**config.mk**
```make
export PLATFORM = sky130hd
export DESIGN_NAME = gnn_node_sched
export DESIGN_NICKNAME = d
export VERILOG_FILES = /design/src/rtl/gnn_node_sched.sv
export SDC_FILE = /design/constraint.sdc
export NUM_CORES = 1
export LEC_CHECK = 0
export ABC_AREA = 1
export BUFFER_PORTS_ARGS = -buffer_cell sky130_fd_sc_hd__buf_2
export CELL_PAD_IN_SITES_DETAIL_PLACEMENT = 0
export CELL_PAD_IN_SITES_GLOBAL_PLACEMENT = 2
export CORE_ASPECT_RATIO = 0.75
export CORE_MARGIN = 2
export CORE_UTILIZATION = 25
export DETAILED_ROUTE_END_ITERATION = 16
export GPL_ROUTABILITY_DRIVEN = 0
export GPL_TIMING_DRIVEN = 0
export HOLD_SLACK_MARGIN = 0.1
export MAX_ROUTING_LAYER = met4
export PLACE_DENSITY = 0.6
export RECOVER_POWER = 25
export SLEW_MARGIN = 40
export SYNTH_ARGS = -nofsm -noshare
export SYNTH_HDL_FRONTEND = slang
export SYNTH_SLANG_ARGS = --single-unit
```
**constraint.sdc**
```tcl
create_clock -name clk -period 21.2 [get_ports clk]
set_input_delay 5.3 -clock clk [delete_from_list [all_inputs] [get_ports clk]]
set_output_delay 5.3 -clock clk [all_outputs]
set_load 0.02 [all_outputs]
```
**src/rtl/gnn_node_sched.sv**
```systemverilog
// rtl/gnn_node_sched.sv - single-MAC scheduler for a 4-node, two-layer GNN (4 -> 4 -> 2 per node)
// Parameters : FW operand width, OW result width per output
// Ports      : clk, rst (sync, active-high)
//              in_valid/in_ready + x_flat/w1_flat/w2_flat : operand set handshake
//              out_valid/out_ready + out_flat              : result handshake
//              node_done : per-node completion, busy : computing (L1/L2)
// Option     : GNN_SCHED_ABORT_EN adds input abort (cancel a running computation)
module gnn_node_sched #(
    parameter int FW = 5,
    parameter int OW = 21
) (
    input  logic             clk,
    input  logic             rst,
`ifdef GNN_SCHED_ABORT_EN
    input  logic             abort,
`endif
    input  logic             in_valid,
    output logic             in_ready,
    input  logic [16*FW-1:0] x_flat,
    input  logic [16*FW-1:0] w1_flat,
    input  logic [8*FW-1:0]  w2_flat,
    output logic             out_valid,
    input  logic             out_ready,
    output logic [8*OW-1:0]  out_flat,
    output logic [3:0]       node_done,
    output logic             busy
);
    // h_k is a sum of four FW x FW products; the final sum adds four h_k x FW products
    localparam int HW = 2*FW + 2;
    localparam int PW = HW + FW;
    localparam int AW = PW + 2;

    typedef enum logic [1:0] {IDLE, L1, L2, DONE} state_t;

    state_t        state;
    logic [FW-1:0] x_r  [16];
    logic [FW-1:0] w1_r [16];
    logic [FW-1:0] w2_r [8];
    logic [HW-1:0] h    [4];
    logic [AW-1:0] acc;
    logic [OW-1:0] out_r [8];
    logic [1:0]    n;
    // Per-node step: 0..15 layer 1 (k = cnt[3:2], i = cnt[1:0]),
    // 16..23 layer 2 (o = cnt[2], k = cnt[1:0])
    logic [4:0]    cnt;

    // The one shared multiplier; its A operand is wide enough for h_k in layer 2
    logic [HW-1:0] mul_a;
    logic [FW-1:0] mul_b;
    logic [PW-1:0] prod;
    logic [AW-1:0] sum;
    logic          first;

    always_comb begin
        mul_a = '0;
        mul_b = '0;
        first = 1'b0;
        if (state == L1) begin
            mul_a = HW'(x_r[{n, cnt[1:0]}]);
            mul_b = w1_r[{cnt[1:0], cnt[3:2]}];
            first = (cnt[1:0] == 2'd0);
        end else if (state == L2) begin
            mul_a = h[cnt[1:0]];
            mul_b = w2_r[{cnt[1:0], cnt[2]}];
            first = (cnt[1:0] == 2'd0);
        end
    end

    assign prod = PW'(mul_a) * PW'(mul_b);
    // The first term of each dot product restarts the accumulator
    assign sum  = (first ? '0 : acc) + AW'(prod);

    for (genvar s = 0; s < 8; s++) begin : g_out
        assign out_flat[s*OW +: OW] = out_r[s];
    end

    always_ff @(posedge clk) begin
        if (rst) begin
            state     <= IDLE;
            in_ready  <= 1'b1;
            out_valid <= 1'b0;
            busy      <= 1'b0;
            node_done <= '0;
            acc       <= '0;
            n         <= '0;
            cnt       <= '0;
            for (int j = 0; j < 4; j++) h[j] <= '0;
            for (int j = 0; j < 8; j++) out_r[j] <= '0;
`ifdef GNN_SCHED_ABORT_EN
        end else if (abort && (state == L1 || state == L2)) begin
            state     <= IDLE;
            in_ready  <= 1'b1;
            out_valid <= 1'b0;
            busy      <= 1'b0;
            node_done <= '0;
`endif
        end else begin
            case (state)
                IDLE: begin
                    if (in_valid) begin
                        for (int j = 0; j < 16; j++) begin
                            x_r[j]  <= x_flat[j*FW +: FW];
                            w1_r[j] <= w1_flat[j*FW +: FW];
                        end
                        for (int j = 0; j < 8; j++) w2_r[j] <= w2_flat[j*FW +: FW];
                        node_done <= '0;
                        n         <= '0;
                        cnt       <= '0;
                        state     <= L1;
                        in_ready  <= 1'b0;
                        busy      <= 1'b1;
                    end
                end
                L1: begin
                    acc <= sum;
                    if (cnt[1:0] == 2'd3) h[cnt[3:2]] <= sum[HW-1:0];
                    cnt <= cnt + 5'd1;
                    if (cnt == 5'd15) state <= L2;
                end
                L2: begin
                    acc <= sum;
                    if (cnt[1:0] == 2'd3) begin
                        out_r[{n, cnt[2]}] <= OW'(sum);
                        if (cnt[2]) node_done[n] <= 1'b1;
                    end
                    if (cnt == 5'd23) begin
                        cnt <= '0;
                        if (n == 2'd3) begin
                            state     <= DONE;
                            out_valid <= 1'b1;
                            busy      <= 1'b0;
                        end else begin
                            n     <= n + 2'd1;
                            state <= L1;
                        end
                    end else begin
                        cnt <= cnt + 5'd1;
                    end
                end
                DONE: begin
                    if (out_ready) begin
                        state     <= IDLE;
                        out_valid <= 1'b0;
                        in_ready  <= 1'b1;
                    end
                end
                default: state <= IDLE;
            endcase
        end
    end
endmodule

```
# Word-level counts from Yosys, hierarchy flattened
# Memories as Yosys holds them, arrays and structs flattened. A register that Yosys moved wholly into a read port is not among the register bits.
# Cells that the tools add are included.
# Widths: inputs -> output; s select.
# totals
regBits	35
mem_bits_rw	400
in_bits	204
output_inout_bits	175
word_cells	114
memories	5
# op_classes
n_addsub	3
n_mul	1
magnitude_cmp	2
eq_ne	15
n_mux	62
bitwise_logic	1
n_reduce_logical	17
# mem_list
name	words	width	read_ports	rd_clocked_by_memory_dff	write_ports	line	text
out_r	8	19	8	0	8	41	logic [OW-1:0] out_r [8];
w1_r	16	5	1	1	16	37	logic [FW-1:0] w1_r [16];
x_r	16	5	1	0	16	36	logic [FW-1:0] x_r [16];
h	4	12	1	1	4	39	logic [HW-1:0] h [4];
w2_r	8	5	1	1	8	38	logic [FW-1:0] w2_r [8];
# op_table
op	count
$mux 19	2
$mux 12	3
$mux 1	26
$mux 2	11
$mux 4	5
$mux 5	4
$reduce_and 4->1	5
$add 19x17->19	1
$reduce_or 19->1	1
$mul 12x5->17	1
$pmux 5 s3	1
$reduce_or 12->1	1
$mux 3	3
$eq 2x2->1 const B	4
$ne 2x1->1 const B	4
$ne 2x2->1 const B	4
$pmux 2 s4	1
$pmux 4 s2	1
$pmux 1 s2	3
$reduce_bool 2->1	3
$add 5x1->5 const B	1
$eq 5x4->1 const B	1
$eq 5x5->1 const B	1
$logic_not 2->1	2
other kinds (12)	12

# Logic depth before layout (Yosys ltp)
# Gate-level depths: netlist of run 1.
# logic_depth
word_depth	8
depth_mapped	29
ltp_nobuf	27

# Worst setup path after synthesis of run 1
# No wires, ideal clock.
# synth_path
path_kind	input -> register
startpoint	in rst
endpoint	mem w1_r[0][0] (enable)
setup_time_ps	1005
t_arrival_ps	19171
required_ps	20195
setup_slack_ps	1024
path_stages	3
n_path_buf	2
path_cell_list	clkbuf_1 > clkbuf_1 > nor3_1
# synth_rtl
item	line	text
from (decl)	13	input logic rst,
to (decl)	37	

==> flow_summary.ini, run 1 <==
[layout]
postLayoutCoreUtil = 0.315
syn_to_final_growth_pct = 24.4
drive_gt1_frac = 0.217
nets = 2741
final_cell_area_sq_mm = 0.0254
fill_cells = 8476

[sta]
final_max_slew_viol_count = 0
setup_violations = 0
fmax_mhz = 128
hold_viol_final = 0
max_slew.worst_pin.slew_ns = 1.21
max_slew_margin = 0.188
skew_ns = 0.0289
rsz0062_at_grt = false
finalCriticalPeriod_ns = 7.80
fin_crit_sh = 0.368

[grt]
antenna_found_initial = 5
grt_pass1_vias = 15822
grt_usage = 0.169
grt_pass1_wl_microns = 102000
grt_max_degree = 20
grt_overflow_total = 0

[clock_tree]
cts_buffer_depth = 3
clk_pin_slew_ns = 0.06
numCtsBuffers = 49
htreeDepth = 2
clk_latency_ns = 0.61
cts.repair.resized = 0
tritoncts = done
root_buffer = clkbuf_16
cts_setup_buffers = 0
clock-sinks = 439
hold_buffers = 0

[outcome]
outcome = finished, final reports clean

[placement]
dpl_cell_area_sq_mm = 0.0239
port_buffers = 361
dp_hpwl_microns = 52600

[synth]
yosys_warnings = 0
synth.distinct_cells = 36
ys_seq_elements = 439
synthCells = 1995
syn_avg_cell_area_sq_um = 10.2
syn_area_sq_mm = 0.0204
synth_seq_area_share = 0.626

[power]
p_per_area_mw_per_mm2 = 110
ir_worst_vdd_mv = 0.0604
p_leak_nw = 11.1

[floorplan]
dieArea_sq_mm = 0.0841
dieWidth_microns = 334
coreArea_sq_mm = 0.0807
start_util = 0.253
rows = 90
num_io_pins = 379
die_h_microns = 252

[worst_setup_path]
worst-setup-path-type = in -> reg
end_kind = register
critPathLaunchType = input pin
required_ns = 21.57
crit_arrival_ns = 8.16
critPathMaxFanout = 10

[drt]
drtIter0Drc = 1027
vias = 15210
wl_met1_microns = 33200
drtPass1Iterations = 7
routed_via_density = 4.28
wl_met3_microns = 3360
drc = 0
wl_met2_microns = 31800
post_drt_wl_per_cell_microns = 19.6
wl_microns = 69500
routed.top_layer = met4
ant_nets = 0

[job]
cap_violations = 0

[hold_path]
hold_class = reg -> reg
==> cells by family (layout without fill, tap and decap cells) <==
kind of cell / after synthesis / count (layout) / share of synthesized area
buf+inv: 409 / 889 / 0.0825
compound gates: 158 / 158 / 0.0412
flops: 439 / 439 / 0.626
xor+xnor: 7 / 7 / 0.00300
other cells: 1 / 19 / 0.000183
fa+ha+maj: 83 / 83 / 0.0673
simple gates: 898 / 898 / 0.180
==> flip-flops by register name (all words and copies together), names as in the netlist, named ones only <==
| signal | flops |
|---|---|
| out_r | 152 |
| w1_r | 80 |
| x_r | 80 |
| h | 48 |
| w2_r | 40 |
| acc | 19 |
| cnt | 5 |
| node_done | 4 |
| n | 2 |
| state | 2 |
| busy | 1 |
| in_ready | 1 |
| out_valid | 1 |
==> cell usage in the layout (no fill, tap or decap), types with 5 or more instances in the layout <==
cell and count:
inv_1 292, buf_4 46, nand2_1 422, clkbuf_16 51, o22ai_1 14, clkbuf_1 79
clkinv_2 9, conb_1 16, nor2_1 280, nor2_2 9, fa_1 45, o211ai_1 12
clkinv_1 8, nor3_1 10, ha_1 38, buf_2 375, and2_1 11, clkbuf_2 6
nand3_1 139, edfxtp_1 400, a21oi_1 70, dfxtp_1 39, o21ai_0 59, nand3_2 5
nand2_2 15
==> worst max-delay path, cell delays in order <==
cell and delay, ns:
clkbuf_1 0.49, clkbuf_1 0.63, nor3_2 0.11, buf_4 0.21, buf_2 0.19, buf_2 0.20, buf_4 0.19, buf_4 0.17
buf_4 0.16, buf_4 0.16, buf_4 0.17, buf_4 0.16
==> routing by layer <==
layer  up-vias  global-route usage
li1       7337                   -
met1      7450               0.233
met2       346               0.261
met3        77              0.0271
met4         0              0.0380
met5         -                   -
==> where the power goes <==
group	leakage [nW]	switching, W	internal, W	total (W)
logic	6.05	0.000657	0.000222	0.000879
clock network	0.770	0.000370	0.000483	0.000853
registers	4.23	0.0000243	0.00104	0.00106
total	11.1	0.00105	0.00175	0.00280
==> final cells by class <==
type,count,area [sq um],area share
multi-input combinational,1162,6040,0.238
clock inverter,27,245,0.00964
sequential,439,12800,0.503
antenna,3,7.51,0.000295
inverter,297,1120,0.0439
buffer,112,571,0.0224
tap,1058,1320,0.0520
clock buffer,60,1330,0.0523
timing repair buffer,393,2000,0.0788
==> worst paths after layout <==
kind | start | endpoint | slack (ns) | depth (start not counted)
worst max register to register | state[0] | out_r[3][7] | 13.94 | 21
worst min-delay path | node_done[1] | node_done[1] | 0.45 | 2
worst max-delay path | rst | w1_r[8][2] | 13.40 | 12
worst min register to register | node_done[1] | node_done[1] | 0.45 | 2
==> synthesized netlist by cell type, drive strengths merged <==
master	n	area, sq um
nand2	437	1660
edfxtp	400	12000
inv	297	1120
nor2	289	1110
nand3	144	746
a21oi	70	350
buf	60	373
o21ai	59	295
clkbuf	52	196
fa	45	901
dfxtp	39	781
ha	38	475
o22ai	14	87.6
nor3	12	65.1
o211ai	12	90.1
and2	11	68.8
xor2	4	35.0
or2	3	18.8
xnor2	3	26.3
a31oi	2	12.5
a211oi	1	7.51
conb	1	3.75
nand3b	1	7.51
nand4	1	6.26
==> metrics by stage <==
step	hold WS [ns]	std cells	worst slack, ns	power (W)	setup TNS, ns
6_report	0.448	3551	13.40	0.00280	0
3_3_place_gp	0.442	3429	-5.55	0.00201	-1101.83
2_1_floorplan	0.450	2010	1.02	0.00161	0
4_1_cts	0.452	3548	13.47	0.00285	0
3_5_place_dp	0.443	3461	12.81	0.00198	0
5_1_grt	0.477	3549	13.35	0.00296	0
Note: power is estimated with default switching activity, not from simulation.
==> inputs of run 2 (changes only) <==
ABC_AREA = 0   (was 1)
PLACE_DENSITY = 0.54   (was 0.6)
clock period = 7.6 ns   (was 21.2 ns; I/O delays follow)
==> flow_summary.ini, run 2 <==
[outcome]
outcome = finished, final reports clean

[layout]
nets = 2052
top_register = out_r
fill_cells = 7796
final_cell_mix = edfxtp_1 (400), buf_2 (355), nor2_1 (258)
layout_commonest_cell = edfxtp_1
top_regs = out_r: 152 flops, w1_r: 80 flops, x_r: 80 flops
syn_to_final_growth_pct = 25.5
drive_gt1_frac = 0.301
largest_reg_flops = 152
postLayoutCoreUtil = 0.316

[drt]
drtPass1Iterations = 5
drc = 0
ant_nets = 0
drtIter0Drc = 675
post_drt_wl_per_cell_microns = 20.1
vias = 12081
wl_microns = 57100
routed_via_density = 4.25

[power]
p_leak_nw = 9.30
p_per_area_mw_per_mm2 = 272
ir_worst_vdd_mv = 0.151
p_total_w = 0.00658

[synth]
synthCells = 1326
synth.distinct_cells = 55
ys_seq_elements = 439
ys.flop_type = edfxtp_1
synthTopCellsByArea = edfxtp_1 (62%), mux4_2 (7.4%), nor2_1 (5.0%)
synth_common_cells = edfxtp_1 (400), nor2_1 (258), inv_1 (82)
async_flop_share = 0
yosys.area.top_type_share = 0.623
yosys_warnings = 0
syn_area_sq_mm = 0.0193
synth_edf_count = 400
yosysTopAreaCell = edfxtp_1
syn_avg_cell_area_sq_um = 14.6
post-synth-top-count-cell = edfxtp_1
synth_seq_area_share = 0.663

[sta]
hold_viol_final = 0
fin_setup_tns_ns = 0
fin_crit_sh = 0.901
final_max_slew_viol_count = 0
rsz0062_at_grt = false
skew_ns = 0.0196
max_slew.worst_pin.slew_ns = 1.19
max_slew_margin = 0.207
finalCriticalPeriod_ns = 6.85
fmax_mhz = 146
setup_violations = 0

[grt]
grt_max_degree = 23
grt_overflow_total = 0
grt_usage = 0.146
antenna_found_initial = 5
grt_pass1_wl_microns = 83900
grt_pass1_vias = 12813

[placement]
port_buffers = 361
dp_hpwl_microns = 44200

[clock_tree]
cts.repair.resized = 0
hold_buffers = 0
cts_buffer_depth = 3
clock-sinks = 439
numCtsBuffers = 50
htreeDepth = 2
tritoncts = done
clk_latency_ns = 0.60
cts_setup_buffers = 0
root_buffer = clkbuf_16
clk_pin_slew_ns = 0.06

[floorplan]
dieArea_sq_mm = 0.0794
start_util = 0.252
rows = 88
coreArea_sq_mm = 0.0766
die_h_microns = 245
num_io_pins = 379
dieWidth_microns = 325

[job]
cap_violations = 0

[worst_setup_path]
end_kind = register
critPathMaxFanout = 10
required_ns = 7.93
critPathLaunchType = register
worst-setup-path-type = reg -> reg
crit_arrival_ns = 7.17

[hold_path]
hold_class = reg -> reg
==> run 2: cell count changes in the layout (fill, tap and decap cells not counted), sizes merged, moves of 10 or more <==
cell    previous run  this run
nand2            437        60
inv              298        86
nand3            144         7
mux4               0        63
and3               0        42
buf              427       387
o21ai             59        22
nor2             289       258
mux2i              0        27
a21oi             70        46
and2              11        22
clkbuf           138       127
o211ai            12         1
a211oi             1        11
==> run 2: critical path: stages (launching register included) <==
cell	delay, ns
dfxtp_1	0.35
clkbuf_1	0.57
mux4_2	0.41
mux2i_1	0.35
o22ai_1	0.17
nor2_1	0.17
clkbuf_1	0.46
nor2_1	0.14
fa_1	0.51
fa_1	0.50
inv_1	0.06
fa_1	0.53
inv_1	0.04
ha_1	0.38
a21o_1	0.20
a21oi_2	0.20
a21oi_1	0.10
o21ai_0	0.17
nand2_1	0.12
xnor2_1	0.49
clkbuf_1	0.51
nor2_1	0.11
==> run 2: layout make-up <==
cell class | instances | area, sq um | area share
diodes | 4 | 10.0 | 0.000413
repair buffers | 372 | 2000 | 0.0825
clock buffers | 59 | 1280 | 0.0531
flip-flops and latches | 439 | 12800 | 0.528
plain buffers | 83 | 414 | 0.0171
clock inverters | 31 | 235 | 0.00971
inverters | 84 | 315 | 0.0130
multi-input cells | 735 | 5870 | 0.242
well taps | 1035 | 1290 | 0.0535
==> run 2: per-stage QoR <==
step	hold WS (ns)	instance area, sq um	instances	setup WS [ns]
2_1_floorplan	0.450	19400	1341	1.85
3_3_place_gp	0.451	22500	2737	0.196
3_5_place_dp	0.460	22800	2748	0.528
4_1_cts	0.474	24300	2838	0.525
5_1_grt	0.504	24200	2842	0.152
6_report	0.467	24200	2842	0.755
==> run 2: metal layers <==
metal,track usage,wire length [microns],vias to the layer above
met2,0.220,26200,264
met4,0.0308,813,0
met1,0.205,27600,6124
li1,-,-,5633
met5,-,0,-
met3,0.0265,2520,60
==> run 2: cells by family (layout without fill, tap and decap cells) <==
family / Yosys count / in the layout / share of synthesized area
adders and majority gates: 83 / 83 / 0.0713
AOI/OAI and AO/OA: 114 / 114 / 0.0377
DFF: 439 / 439 / 0.663
and+or+nand+nor: 420 / 420 / 0.0958
other: 1 / 20 / 0.000194
xor gates and xnor gates: 12 / 12 / 0.00661
buffers and inverters: 167 / 629 / 0.0377
muxes: 90 / 90 / 0.0875
==> run 2: path summary, 6_finish.rpt <==
check	depth (start not counted)	slack [ns]	end	start
setup / recovery	21	0.75	out_r[3][10]	register
hold / removal	2	0.47	node_done[3]	node_done[3]
setup reg to reg	21	0.75	out_r[3][10]	register
hold reg to reg	2	0.47	node_done[3]	node_done[3]
==> run 2: where the power goes <==
group / internal, W / leakage [nW] / total (W) / switching [W]
registers: 0.00286 / 4.23 / 0.00292 / 0.0000576
logic: 0.000429 / 4.33 / 0.00138 / 0.000954
clock network: 0.00128 / 0.739 / 0.00227 / 0.000995
